===== src/rtl/dbg_trace_buf_if.sv =====
// dbg_trace_buf_if: capture inputs, trigger setup and read port of the debug trace buffer. Rev 1.0
`timescale 1ns/1ps
`default_nettype none

interface dbg_trace_buf_if #(
  parameter int DATA_W = 16,
  parameter int TS_W   = 16
);
  logic [DATA_W-1:0] dbg_in;
  logic              arm;
  logic [DATA_W-1:0] trig_val;
  logic [DATA_W-1:0] trig_mask;
  logic              rd_ack;
  logic              rd_valid;
  logic [DATA_W-1:0] rd_data;
  logic [TS_W-1:0]   rd_ts;
  logic              armed;
  logic              done;
  logic              wrapped;

  modport master (
    output dbg_in, arm, trig_val, trig_mask, rd_ack,
    input  rd_valid, rd_data, rd_ts, armed, done, wrapped
  );

  modport slave (
    input  dbg_in, arm, trig_val, trig_mask, rd_ack,
    output rd_valid, rd_data, rd_ts, armed, done, wrapped
  );
endinterface

`default_nettype wire


===== src/rtl/dbg_trace_buf.sv =====
// dbg_trace_buf: change-driven trace capture into a circular buffer, masked trigger, oldest-first drain.
// Optional per-entry timestamps when DBG_TRACE_TS_EN is defined. Rev 1.0
`timescale 1ns/1ps
`default_nettype none

module dbg_trace_buf #(
  parameter int DATA_W = 16,
  parameter int DEPTH  = 8,
  parameter int POST   = 3,
  parameter int TS_W   = 16
) (
  input  wire logic       clk,
  input  wire logic       rst_n,
  dbg_trace_buf_if.slave  bus
);
  localparam int AW = $clog2(DEPTH);
`ifdef DBG_TRACE_TS_EN
  localparam int ENT_W = DATA_W + TS_W;
`else
  localparam int ENT_W = DATA_W;
`endif

  typedef enum logic [1:0] {IDLE = 2'd0, ARMED = 2'd1, TRIG = 2'd2, DONE = 2'd3} state_t;

  state_t            state, state_nxt;
  logic [ENT_W-1:0]  mem [DEPTH];
  logic [AW-1:0]     wr_ptr;
  logic [AW-1:0]     rd_ptr;
  logic [AW-1:0]     post_left;
  logic [AW:0]       count;
  logic [DATA_W-1:0] last_val;
  logic              first_flag;
  logic              wrapped_q;
  logic              rd_valid_q;
  logic [ENT_W-1:0]  rd_entry;
  logic [ENT_W-1:0]  wr_entry;
  logic              capturing;
  logic              hit;
  logic              cap;
  logic              rd_pop;

  assign capturing = (state == ARMED) || (state == TRIG);
  assign hit       = (state == ARMED) && (((bus.dbg_in ^ bus.trig_val) & bus.trig_mask) == '0);
  assign cap       = capturing && ((bus.dbg_in != last_val) || first_flag || hit);
  assign rd_pop    = (state == DONE) && rd_valid_q && bus.rd_ack;
  // Oldest entry; count == DEPTH aliases to wr_ptr, which is correct once full.
  assign rd_ptr    = wr_ptr - count[AW-1:0];

`ifdef DBG_TRACE_TS_EN
  logic [TS_W-1:0] ts_cnt;

  always_ff @(posedge clk or posedge rst_n) begin
    if (rst_n)          ts_cnt <= '0;
    else if (bus.arm)   ts_cnt <= '0;
    else if (capturing) ts_cnt <= ts_cnt + 1'b1;
  end

  assign wr_entry  = {ts_cnt, bus.dbg_in};
  assign bus.rd_ts = rd_entry[ENT_W-1:DATA_W];
`else
  assign wr_entry  = bus.dbg_in;
  assign bus.rd_ts = {TS_W{1'b0}};
`endif

  always_ff @(posedge clk or posedge rst_n) begin
    if (rst_n) state <= IDLE;
    else       state <= state_nxt;
  end

  always_comb begin
    state_nxt = state;
    case (state)
      IDLE:    ;
      ARMED:   if (hit) state_nxt = (POST == 0) ? DONE : TRIG;
      TRIG:    if (cap && (post_left == AW'(1))) state_nxt = DONE;
      DONE:    if ((count == '0) || (rd_pop && (count == (AW+1)'(1)))) state_nxt = IDLE;
      default: state_nxt = IDLE;
    endcase
    if (bus.arm) state_nxt = ARMED;
  end

  always_ff @(posedge clk) begin
    if (cap && !bus.arm) mem[wr_ptr] <= wr_entry;
  end

  always_ff @(posedge clk or posedge rst_n) begin
    if (rst_n) begin
      wr_ptr     <= '0;
      count      <= '0;
      last_val   <= '0;
      first_flag <= 1'b0;
      post_left  <= '0;
      wrapped_q  <= 1'b0;
      rd_valid_q <= 1'b0;
      rd_entry   <= '0;
    end else if (bus.arm) begin
      wr_ptr     <= '0;
      count      <= '0;
      wrapped_q  <= 1'b0;
      first_flag <= 1'b1;
      rd_valid_q <= 1'b0;
    end else begin
      if (capturing) last_val <= bus.dbg_in;
      if (cap) begin
        wr_ptr     <= wr_ptr + 1'b1;
        first_flag <= 1'b0;
        if (count == (AW+1)'(DEPTH)) wrapped_q <= 1'b1;
        else                         count     <= count + 1'b1;
      end
      if (hit)                            post_left <= AW'(POST);
      else if (cap && (state == TRIG))    post_left <= post_left - 1'b1;
      // Popping drops rd_valid for one cycle while the next entry is fetched.
      if (state == DONE) begin
        if (rd_pop) begin
          count      <= count - 1'b1;
          rd_valid_q <= 1'b0;
        end else if (count != '0) begin
          rd_valid_q <= 1'b1;
          rd_entry   <= mem[rd_ptr];
        end else begin
          rd_valid_q <= 1'b0;
        end
      end else begin
        rd_valid_q <= 1'b0;
      end
    end
  end

  assign bus.rd_valid = rd_valid_q;
  assign bus.rd_data  = rd_entry[DATA_W-1:0];
  assign bus.armed    = capturing;
  assign bus.done     = (state == DONE);
  assign bus.wrapped  = wrapped_q;

endmodule

`default_nettype wire


===== src/flat_wrapper.sv =====
// flat-port wrapper written by rule: the top's interface ports become plain ports
module dbg_trace_buf_flat 
#(
  parameter int DATA_W = 16,
  parameter int DEPTH  = 8,
  parameter int POST   = 3,
  parameter int TS_W   = 16
)
  (clk, rst_n, bus_dbg_in, bus_arm, bus_trig_val, bus_trig_mask, bus_rd_ack, bus_rd_valid, bus_rd_data, bus_rd_ts, bus_armed, bus_done, bus_wrapped);
  dbg_trace_buf_if #(.DATA_W(DATA_W), .TS_W(TS_W)) bus_i ();
  input  wire logic clk;
  input  wire logic rst_n;
  input wire logic [$bits(bus_i.dbg_in)-1:0] bus_dbg_in;
  input wire logic [$bits(bus_i.arm)-1:0] bus_arm;
  input wire logic [$bits(bus_i.trig_val)-1:0] bus_trig_val;
  input wire logic [$bits(bus_i.trig_mask)-1:0] bus_trig_mask;
  input wire logic [$bits(bus_i.rd_ack)-1:0] bus_rd_ack;
  output wire logic [$bits(bus_i.rd_valid)-1:0] bus_rd_valid;
  output wire logic [$bits(bus_i.rd_data)-1:0] bus_rd_data;
  output wire logic [$bits(bus_i.rd_ts)-1:0] bus_rd_ts;
  output wire logic [$bits(bus_i.armed)-1:0] bus_armed;
  output wire logic [$bits(bus_i.done)-1:0] bus_done;
  output wire logic [$bits(bus_i.wrapped)-1:0] bus_wrapped;
  assign bus_i.dbg_in = bus_dbg_in;
  assign bus_i.arm = bus_arm;
  assign bus_i.trig_val = bus_trig_val;
  assign bus_i.trig_mask = bus_trig_mask;
  assign bus_i.rd_ack = bus_rd_ack;
  assign bus_rd_valid = bus_i.rd_valid;
  assign bus_rd_data = bus_i.rd_data;
  assign bus_rd_ts = bus_i.rd_ts;
  assign bus_armed = bus_i.armed;
  assign bus_done = bus_i.done;
  assign bus_wrapped = bus_i.wrapped;
  dbg_trace_buf #(.DATA_W(DATA_W), .DEPTH(DEPTH), .POST(POST), .TS_W(TS_W)) u_core (.clk(clk), .rst_n(rst_n), .bus(bus_i));
endmodule

===== config.mk =====
export PLATFORM = sky130hd
export DESIGN_NAME = dbg_trace_buf_flat
export DESIGN_NICKNAME = d
export VERILOG_FILES = /design/src/rtl/dbg_trace_buf_if.sv /design/src/rtl/dbg_trace_buf.sv /design/src/flat_wrapper.sv
export SDC_FILE = /design/constraint.sdc
export NUM_CORES = 1
export LEC_CHECK = 0
export CAP_MARGIN = 5
export CORE_AREA = 2 2 141 143
export CTS_CLUSTER_DIAMETER = 30
export CTS_CLUSTER_SIZE = 20
export DETAILED_ROUTE_END_ITERATION = 7
export DIE_AREA = 0 0 143 145
export GPL_TIMING_DRIVEN = 1
export MAX_ROUTING_LAYER = met4
export PLACE_DENSITY = 0.7
export SLEW_MARGIN = 20
export SYNTH_ARGS = -nofsm -noshare
export SYNTH_HDL_FRONTEND = slang
export SYNTH_SLANG_ARGS = --single-unit

===== constraint.sdc =====
create_clock -name clk -period 9.57 [get_ports clk]
set_input_delay 0.957 -clock clk [delete_from_list [all_inputs] [get_ports clk]]
set_output_delay 0.957 -clock clk [all_outputs]
set_load 0.02 [all_outputs]

==> Yosys cells after proc, flatten, opt, wreduce, memory -nomap -nowiden <==
Memories as Yosys holds them, arrays and structs flattened. A register that Yosys moved wholly into a read port is not among the register bits.
Cells that the tools add are included.
{ "classes": {"addsub": 5, "eq_ne": 10, "n_mux": 25, "bitwise": 4, "reduce_logical": 25} }
{ "ops": {"columns": ["cell", "n"], "rows": [
  ["4-bit two-way mux", 5],
  ["16-bit AND", 1],
  ["16-bit logical NOT", 1],
  ["16-bit inequality test", 1],
  ["16-bit bitwise XOR", 1],
  ["3-bit two-way mux", 4],
  ["1-bit two-way mux", 11],
  ["1-bit logical AND", 8],
  ["2-bit two-way mux", 4],
  ["4-bit AND reduction", 2],
  ["4-bit nonzero test", 2],
  ["3-bit by 2-bit inequality test with 1-bit output (second input constant)", 2],
  ["2-bit case mux with 3 select lines", 1],
  ["2-bit AND reduction", 3],
  ["2-bit nonzero test", 3],
  ["4-bit by 1-bit adder with 4-bit output (second input constant)", 1],
  ["2-bit equality test (second input constant)", 2],
  ["4-bit by 1-bit equality test with 1-bit output (second input constant)", 1],
  ["4-bit equality test (second input constant)", 1],
  ["4-bit logical NOT", 1],
  ["1-bit logical OR", 4],
  ["4-bit by 1-bit subtractor with 4-bit output (second input constant)", 1],
  ["3-bit by 1-bit adder with 3-bit output (second input constant)", 1],
  ["3-bit by 1-bit equality test with 1-bit output (second input constant)", 1],
  ["other kinds (6)", 7]
]} }
{ "word_totals": {"reg_bits": 31, "ramBits": 128, "in_bits": 52, "out_inout_bits": 36, "word_cells": 78, "n_memories": 1} }
{ "memory_table": {"columns": ["memory", "words", "width", "read_ports", "rd_ports_with_merged_regs", "wr", "line", "rtl"], "rows": [
  ["u_core.mem", 8, 16, 1, 1, 1, "dbg_trace_buf.sv:26", "logic [ENT_W-1:0] mem [DEPTH];"]
]} }

==> Logic depth before layout (Yosys ltp) <==
Gate-level depths: netlist of the first run.
{ "logic_depth": {"ltp_word": 10, "mapped_depth": 10} }

==> Worst setup path before layout of the first run <==
OpenSTA, ideal clock, no wires.
{ "synth_path": {"path_kind": "input -> register", "from": "input bus_trig_val[9]", "to": "memory u_core.mem[0][0] (netlist name) (enable)", "setup_time_ps": 430, "arrival_time_ps": 3560, "t_required_ps": 9140, "path_slack_ps": 5580, "path_stages": 6, "cell_sequence": "xor2_1 -> a22oi_2 -> nand4_2 -> nor3_4 -> o21ai_2 -> nor4_1"} }
{ "synth_via": {"elab_chain_cells": 9} }
{ "synth_rtl": {"columns": ["element", "line", "rtl"], "rows": [
  ["start: declaration", "flat_wrapper.sv:15", "input wire logic [$bits(bus_i.trig_val)-1:0] bus_trig_val;"],
  ["16-bit bitwise XOR", "dbg_trace_buf.sv:43", "assign hit = (state == ARMED) && (((bus.dbg_in ^ bus.trig_val) & bus.trig_mask) == '0);"],
  ["16-bit AND", "dbg_trace_buf.sv:43", null],
  ["16-bit logical NOT", "dbg_trace_buf.sv:43", null],
  ["1-bit logical AND", "dbg_trace_buf.sv:43", null],
  ["1-bit logical OR", "dbg_trace_buf.sv:44", "assign cap = capturing && ((bus.dbg_in != last_val) || first_flag || hit);"],
  ["1-bit logical AND", "dbg_trace_buf.sv:44", null],
  ["1-bit logical AND", "dbg_trace_buf.sv:83", "if (cap && !bus.arm) mem[wr_ptr] <= wr_entry;"],
  ["1-bit two-way mux", "dbg_trace_buf.sv:83", null],
  ["1-bit two-way mux (implied by the code)", "dbg_trace_buf.sv:83", null],
  ["end: declaration", "dbg_trace_buf.sv:26", null]
]} }
Every way passes these cells.

==> Worst setup path after layout of the first run <==
{ "layout_path": {"from": "input bus_dbg_in[13]", "to": "memory u_core.mem[0][13] (netlist name) (enable)"} }
{ "layout_via": {"elab_chain_cells": 9} }
{ "layout_rtl": {"columns": ["element", "line", "rtl"], "rows": [
  ["start: declaration", "flat_wrapper.sv:13", "input wire logic [$bits(bus_i.dbg_in)-1:0] bus_dbg_in;"],
  ["16-bit bitwise XOR", "dbg_trace_buf.sv:43", null],
  ["16-bit AND", "dbg_trace_buf.sv:43", null],
  ["16-bit logical NOT", "dbg_trace_buf.sv:43", null],
  ["1-bit logical AND", "dbg_trace_buf.sv:43", null],
  ["1-bit logical OR *", "dbg_trace_buf.sv:44", null],
  ["1-bit logical AND *", "dbg_trace_buf.sv:44", null],
  ["1-bit logical AND *", "dbg_trace_buf.sv:83", null],
  ["1-bit two-way mux *", "dbg_trace_buf.sv:83", null],
  ["1-bit two-way mux (implied by the code) *", "dbg_trace_buf.sv:83", null]
]} }
Mark *: on every way between the ends. The rest lies on a longest branch, timed or not.

==> results of run 1 <==
==> cell families after synthesis <==
family                   Yosys count  synth area share [%]
flip-flops                       175                  66.3
AND/OR/NAND/NOR                   76                  5.11
multiplexers                      64                  14.0
AO/OA/AOI/OAI                     52                  5.11
buffers and inverters             49                  3.31
XOR/XNOR                          36                  4.17
adder cells (fa/ha/maj)           11                  1.92
other                              1                0.0495
==> routing by layer <==
layer	vias up	part of all wire [%]
li1	1919	-
met1	2209	45
met2	129	49
met3	15	5.4
met4	0	1.2
met5	-	0
==> metrics by stage <==
stage	instances	setup WS (ns)	power [uW]	hold slack, ns
floorplan	479	5.58	1840	0.452
detailed placement	787	4.81	2190	0.478
finish	821	5.29	2830	0.493
CTS	819	5.25	2860	0.493
global route	820	5.14	2980	0.518
global placement	787	5.03	2160	0.470
==> path summary, 6_finish.rpt <==
kind | from | end | slack (ns) | depth (start not counted)
max in group asynchronous | rst_n | u_core.last_val[7] | 8.05 | 3
min in group asynchronous | rst_n | u_core.last_val[14] | 1.03 | 3
worst max register to register | u_core.state[0] | u_core.mem[0][13] | 6.40 | 7
worst max-delay path | bus_dbg_in[13] | u_core.mem[0][13] | 5.29 | 8
worst min register to register | u_core.first_flag | u_core.first_flag | 0.49 | 1
worst min-delay path | u_core.first_flag | u_core.first_flag | 0.49 | 1
==> report_power, final <==
part | internal (uW) | total [uW] | switching, uW
logic | 539 | 1130 | 586
clock network | 382 | 660 | 278
registers | 959 | 1040 | 84.4
==> worst max-delay path, stage by stage <==
cell             delay [ns]
clkdlybuf4s50_1        0.61
xor2_1                 0.24
a22oi_1                0.22
nand4_1                0.31
nor3_4                 0.45
o21ai_2                0.24
nor4_2                 0.95
buf_4                  0.39
==> layout make-up <==
class | count | area, um^2
Multi-Input combinational cell | 255 | 2420
Sequential cell | 175 | 5020
Clock inverter | 11 | 118
Tap cell | 265 | 332
Timing Repair Buffer | 79 | 778
Clock buffer | 21 | 440
Inverter | 14 | 52.6
Antenna cell | 1 | 2.50
Fill cell | 1650 | 10000
==> registers in the layout, indices dropped and copies added, names as in the netlist <==
register and cells:
u_core.bus.rd_data 16, u_core.bus.wrapped 1, u_core.count 4, u_core.first_flag 1, u_core.post_left 3, u_core.state 2, u_core.bus.rd_valid 1, u_core.last_val 16
u_core.mem 128, u_core.wr_ptr 3
==> synthesized netlist by cell type (all sizes together) <==
cell type / number
o21ai: 4
conb: 1
fa: 1
nor3b: 1
mux4: 32
or3: 2
xor2: 22
mux2: 16
o2bb2ai: 1
a311oi: 2
clkbuf: 10
a2111oi: 1
nand3: 5
nand2: 11
nand2b: 2
inv: 14
a32oi: 1
a211oi: 7
ha: 10
and3: 3
o2111ai: 1
a211o: 2
nor2: 26
o32a: 1
o221ai: 1
nand3b: 1
xnor2: 14
nor4: 4
a21oi: 20
nor3: 10
a31oi: 1
buf: 25
and2: 1
nor2b: 1
nand4: 7
o211a: 1
and4: 1
or2: 1
dfrtp: 47
edfxtp: 128
a22oi: 7
mux2i: 16
o21a: 2
==> impl_metrics.toml, run 1 <==
[placement]
portBuffers = 71
place.gp.congestion = 0.813
hpwl_um = 10400
placed_area_mm2 = 0.00859

[routing]
drtIter0Drc = 332
wire_per_inst_um = 20.0
drt-total-wl_um = 16400
first_pass_iters = 4
num_vias = 4272
viasPerCell = 5.20
drtAntennaViolNets = 0
remaining_drc_errors = 0

[global_routing]
grt_pass1_wl_um = 25600
grt.total_usage_pct = 17.3
grt_max_degree = 48
overflow = 0
grt_util_met3_pct = 4.29
top_usage_layer = "met2"
antenna_found_initial = 0
grtUsageMet2_pct = 26.9
grt_pass1_vias = 4578
grtUsageMet1_pct = 22.4

[sta]
finalMaxSlewViolations = 0
hold_viol = 0
clock.fmax_ghz = 0.233
grt_setup_unrepaired = "false"
fin_skew_ns = 0.00794
min_period_ns = 4.28
setup_viol = 0
relSlewSlack_pct = 18.9
tns_ns = 0
worst_slew_pin_slew_ns = 1.21
finalCritPeriodShare_pct = 44.8

[die]
die_height_um = 145
num_io_pins = 88
start_util_pct = 39.4
row_count = 51
core_area_mm2 = 0.0192
die_w_um = 143
die_area_mm2 = 0.0207

[critical_path]
cp-start-kind = "input port"
end_kind = "register"
timing.critical_path.required_ns = 9.68
worst-path-max-fanout = 11
timing.setup.critical_path_class = "input port to register"
critPathArrivalTime_ns = 4.40

[yosys]
yosys.area.top_type = "edfxtp_1"
syn_inst = 464
synth_area_leaders = "edfxtp_1 (51%), dfrtp_1 (16%), mux4_2 (9.5%), xor2_1 (2.5%), mux2_2 (2.4%)"
ys_seq_elements = 175
ys.warnings.count = 0
synth_top_area_share_pct = 50.8
synthDistinctLibCells = 50
avgSynthCellArea_um2 = 16.3
ys_seq_area_share_pct = 66.3
netlist_area_mm2 = 0.00757

[min_path]
hp-class = "register to register"

[clock_network]
cts_resized = 0
clkSinkCount = 175
cts.htree.levels = 4
clkLatencyLatePin_ns = 0.43
cts_tree = "yes"
clockBufferDepth = 2
cts_setup_buffers = 0
path_clk_slew_ns = 0.06
cts_root_buffer = "clkbuf_16"
cts_buffers = 17
hold_buffers = 0

[cells_and_area]
drive_above_1_share_pct = 18.4
fin_area_mm2 = 0.00917
area_delta_synth_final_pct = 21.1
final_cell_mix = "edfxtp_1 (128), clkdlybuf4s50_1 (71), dfrtp_1 (47)"
final_nets = 605
final_common_cell = "edfxtp_1"
final_util_pct = 47.7

[power_and_ir_drop]
peakVddDrop_mv = 0.183
p_per_area_mw_per_mm2 = 309
power.leakage_uw = 0.00317

[run]
drv_cap = 0

[outcome]
status = "complete, no violations"
Power figures use the tool's default switching activity.
==> run 2: changes to the inputs <==
--- a/config.mk
+++ b/config.mk
@@ -13,7 +13,7 @@
 export DIE_AREA = 0 0 143 145
 export GPL_TIMING_DRIVEN = 1
 export MAX_ROUTING_LAYER = met4
-export PLACE_DENSITY = 0.7
+export PLACE_DENSITY = 0.72
 export SLEW_MARGIN = 20
 export SYNTH_ARGS = -nofsm -noshare
 export SYNTH_HDL_FRONTEND = slang
==> constraint.sdc (replaced) <==
create_clock -name clk -period 3.5 [get_ports clk]
set_input_delay 0.35 -clock clk [delete_from_list [all_inputs] [get_ports clk]]
set_output_delay 0.35 -clock clk [all_outputs]
set_load 0.02 [all_outputs]
==> run 2 against run 1 <==
Sequential share of layout area is 1.4 points lower. Die area stayed put. Combinational power grew to 2.8 times the previous value. Critical endpoint is now u_core.bus.rd_data[14]. Highest routed layer unchanged.
==> impl_metrics.toml, run 2 (synthesis results as in run 1) <==
[critical_path]
crit_path_frequent_cell = "inv_1"
worst-path-max-fanout = 17
slowest_delay_ns = 0.53
end_kind = "register"
crit_chain = "inv_1 -> ha_2 -> inv_1 -> fa_1 -> xor2_1 -> xnor2_2 -> buf_4 -> mux4_2 -> mux2i_1 -> a21oi_1"
worst_path_max_delay_cell = "dfrtp_1"
cp-start-kind = "register"
critPathArrivalTime_ns = 3.14
reg2reg_slack_ns = 0.65
timing.critical_path.required_ns = 3.79
critical_path_buf_inv_count = 3
crit_family = "multiplexers"
timing.setup.critical_path_class = "register to register"

[clock_network]
cts_resized = 0
cts.htree.levels = 4
hold_buffers = 0
path_clk_slew_ns = 0.06
cts_root_buffer = "clkbuf_16"
clkLatencyLatePin_ns = 0.43
clkSinkCount = 175
cts_setup_buffers = 0
clockBufferDepth = 2
cts_tree = "yes"
cts_buffers = 17

[sta]
clock.fmax_ghz = 0.351
grt_setup_unrepaired = "false"
finalMaxSlewViolations = 0
relSlewSlack_pct = 39.5
min_period_ns = 2.85
fin_skew_ns = 0.00853
setup_viol = 0
worst_slew_pin_slew_ns = 0.907
finalCritPeriodShare_pct = 81.5
hold_viol = 0

[power_and_ir_drop]
peakVddDrop_mv = 0.610
internal_power_uw = 5310
power_frac_clock_pct = 23.5
p_per_area_mw_per_mm2 = 843
swShare_pct = 33.0
power.leakage_uw = 0.00334
combPwrFrac_pct = 40.5
finalPower_uw = 7920
seqPwrFrac_pct = 36.0
p_switching_uw = 2610

[die]
start_util_pct = 39.4
die_height_um = 145
die_w_um = 143
row_count = 51
core_area_mm2 = 0.0192
die_area_mm2 = 0.0207
num_io_pins = 88

[cells_and_area]
final_common_cell = "edfxtp_1"
regArea_mm2 = 0.00502
fin_area_mm2 = 0.00940
regMostFlops = "u_core.mem"
final_nets = 637
drive_above_1_share_pct = 22.5
fillers = 1618
area_delta_synth_final_pct = 24.2
final_cell_mix = "edfxtp_1 (128), clkdlybuf4s50_1 (71), dfrtp_1 (47)"
largest_reg_flops = 128
antennaDiodeCount = 0
multi_input_area_mm2 = 0.00240

[placement]
placed_area_mm2 = 0.00882
place.gp.congestion = 0.921
hpwl_um = 11900
portBuffers = 71

[outcome]
status = "complete, no violations"

[routing]
drt-total-wl_um = 17000
remaining_drc_errors = 0
drtAntennaViolNets = 0
wire_per_inst_um = 19.9
num_vias = 4432
drtIter0Drc = 299
first_pass_iters = 4
viasPerCell = 5.20

[global_routing]
grt.total_usage_pct = 17.7
antenna_found_initial = 0
grt_pass1_wl_um = 26600
overflow = 0
grt_pass1_vias = 4669
grt_max_degree = 48

[min_path]
hp-class = "input port to async pin"

[run]
drv_cap = 0
## run 2: final cells by class
| cell class | count | share of cell area (%) |
|---|---|---|
| multi-input combinational | 255 | 25.6 |
| tap | 265 | 3.53 |
| sequential | 175 | 53.4 |
| timing repair buffer | 111 | 10.8 |
| clock inverter | 12 | 1.52 |
| clock buffer | 20 | 4.65 |
| inverter | 14 | 0.572 |
## run 2: through the flow
step / setup WS (ns) / TNS (ns) / utilization (%) / instances / hold slack (ns)
after CTS: 0.625 / 0 / 48.9 / 852 / 0.482
after detailed placement: 0.254 / 0 / 45.9 / 820 / 0.468
final: 0.648 / 0 / 48.9 / 852 / 0.416
after floorplan: 0.117 / 0 / - / 479 / 0.449
after global placement: -0.0681 / -2.08 / 45.8 / 820 / 0.464
after global routing: 0.487 / 0 / 48.9 / 852 / 0.501
## run 2: power groups by stage
stage / clock, uW / combinational, uW / sequential, uW
2_1_floorplan: 0 / 2090 / 2950
3_3_place_gp: 0 / 3160 / 2860
3_5_place_dp: 0 / 3240 / 2890
4_1_cts: 1890 / 3260 / 2850
5_1_grt: 1980 / 3460 / 2900
6_report: 1860 / 3210 / 2850
## run 2: final timing paths
check | endpoint | from | cells after the start
max | u_core.bus.rd_data[14] | u_core.wr_ptr[0] | 10
min | u_core.post_left[2] | rst_n | 2
max reg2reg | u_core.bus.rd_data[14] | u_core.wr_ptr[0] | 10
min reg2reg | u_core.first_flag | u_core.first_flag | 1
max in group asynchronous | u_core.bus.rd_data[5] | rst_n | 2
min in group clk | u_core.first_flag | u_core.first_flag | 1
## run 2: metal layers
metal | part of all wire (%) | vias to the layer above | GRT usage (%)
li1 | - | 1972 | -
met5 | 0 | - | -
met4 | 0.95 | 0 | 4.70
met3 | 5.1 | 15 | 3.53
met1 | 45 | 2291 | 23.9
met2 | 49 | 154 | 27.8
==> RTL change (settings of run 2) <==
Re-encode `state_t` (4 states) as Gray code, 2 bits wide.
--- a/src/rtl/dbg_trace_buf.sv
+++ b/src/rtl/dbg_trace_buf.sv
@@ -22,3 +22,3 @@
 
-  typedef enum logic [1:0] {IDLE = 2'd0, ARMED = 2'd1, TRIG = 2'd2, DONE = 2'd3} state_t;
+  typedef enum logic [1:0] {IDLE = 2'b00, ARMED = 2'b01, TRIG = 2'b11, DONE = 2'b10} state_t;
 
Function: same outputs for any inputs over 4 cycles, from zero or initial values and one cycle with rst_n high; so few cycles prove little.
==> RTL change against run 2 <==
Synthesized cell count is 3.2% lower; count of clock-buffer cells in the layout is 2 lower; die area stayed put; synthesized area is 1.7% lower; routed wire length is 13% lower; setup slack worse by 0.24 ns; cell count is 2.3% lower; sequential cell count stayed put; non-clock buffer count is 3 lower; first-iteration DRC count is 28% higher; register-to-register slack hardly changed; design area is 1.3% lower; critical endpoint is now u_core.mem[2][14].
Power is not compared: it rests on default switching activity, and its combinational part moved more than twofold at a synthesized area within 25%.
==> RTL change: results (changes against run 2) <==
stage,metric,value,unit,change
layout,Seq cells,175,,unchanged
worst_setup_path,Setup crit start kind,primary input,,
layout,CLK BUF,18,,-10%
yosys,Synth Area in XOR/XNOR,0.04238,,+0.0007217
yosys,Synth area leaders,"edfxtp_1 (52%), dfrtp_1 (16%), mux4_2 (9.7%)",,
place,Setup WS pre-CTS,-0.3772,ns,-0.6316 ns
global_routing,total track usage,0.1555,,-0.02187
global_routing,met2 GRT Util,0.2347,,-0.04306
yosys,Synth Area in Adders,0.01446,,-0.004713
timing,Layout Skew,0.006950,ns,-0.001578 ns
worst_setup_path,r2r worst-path depth,8,,-2
worst_setup_path,Worst path slowest cell,or3_2,,
global_routing,first-pass GRT wire length,23820,microns,-10%
drt,DR iter-0 viols,382,,+28%
yosys,post-synthesis mux area share,0.1470,,+0.006801
yosys,Synth cell types,45,,-10%
worst_setup_path,Worst Path Arrival,3.22,ns,+0.08 ns
outcome,status,finished clean,,
global_routing,met3 Usage GRT,0.02970,,-0.005611
yosys,compound-cell area share of the yosys netlist,0.04272,,-0.008365
yosys,most frequent cells after synthesis,"edfxtp_1 (128), dfrtp_1 (47), mux4_2 (32)",,
drt,Vias/cell,4.971,,-4.4%
drt,drt pass-1 iters,5,,+1
layout,share of cells above drive strength 1,0.2275,,+0.002641
place,global placer's final weighted congestion,0.7888,,-14%
drt,met2 routed WL,7223,microns,-13%
worst_setup_path,"Max FO, Critical Path",12,,-5
-- RTL change: cell families after synthesis --
family / Yosys count
compound gates: 45
xor+xnor: 36
fa+ha+maj: 8
buf+inv: 49
flops: 175
mux: 67
other cells: 1
simple gates: 68
-- RTL change: how the worst max path moves through the flow --
stage	start	endpoint	slack (ns)	cells past startpoint
6_report	bus_dbg_in[0]	u_core.mem[2][14]	0.41	10
3_3_place_gp	bus_dbg_in[0]	u_core.mem[3][0]	-0.38	8
2_1_floorplan	bus_trig_val[6]	u_core.mem[7][0]	0.40	7
3_5_place_dp	bus_dbg_in[0]	u_core.mem[6][0]	-0.38	8
5_1_grt	bus_dbg_in[0]	u_core.mem[2][14]	0.24	10
4_1_cts	bus_dbg_in[0]	u_core.mem[6][8]	0.05	8
-- RTL change: metrics by stage --
stage          instance area (sq um)  instances
2_1_floorplan                   7506        464
3_3_place_gp                    8638        799
3_5_place_dp                    8641        799
6_report                        9279        832
4_1_cts                         9261        831
5_1_grt                         9279        832
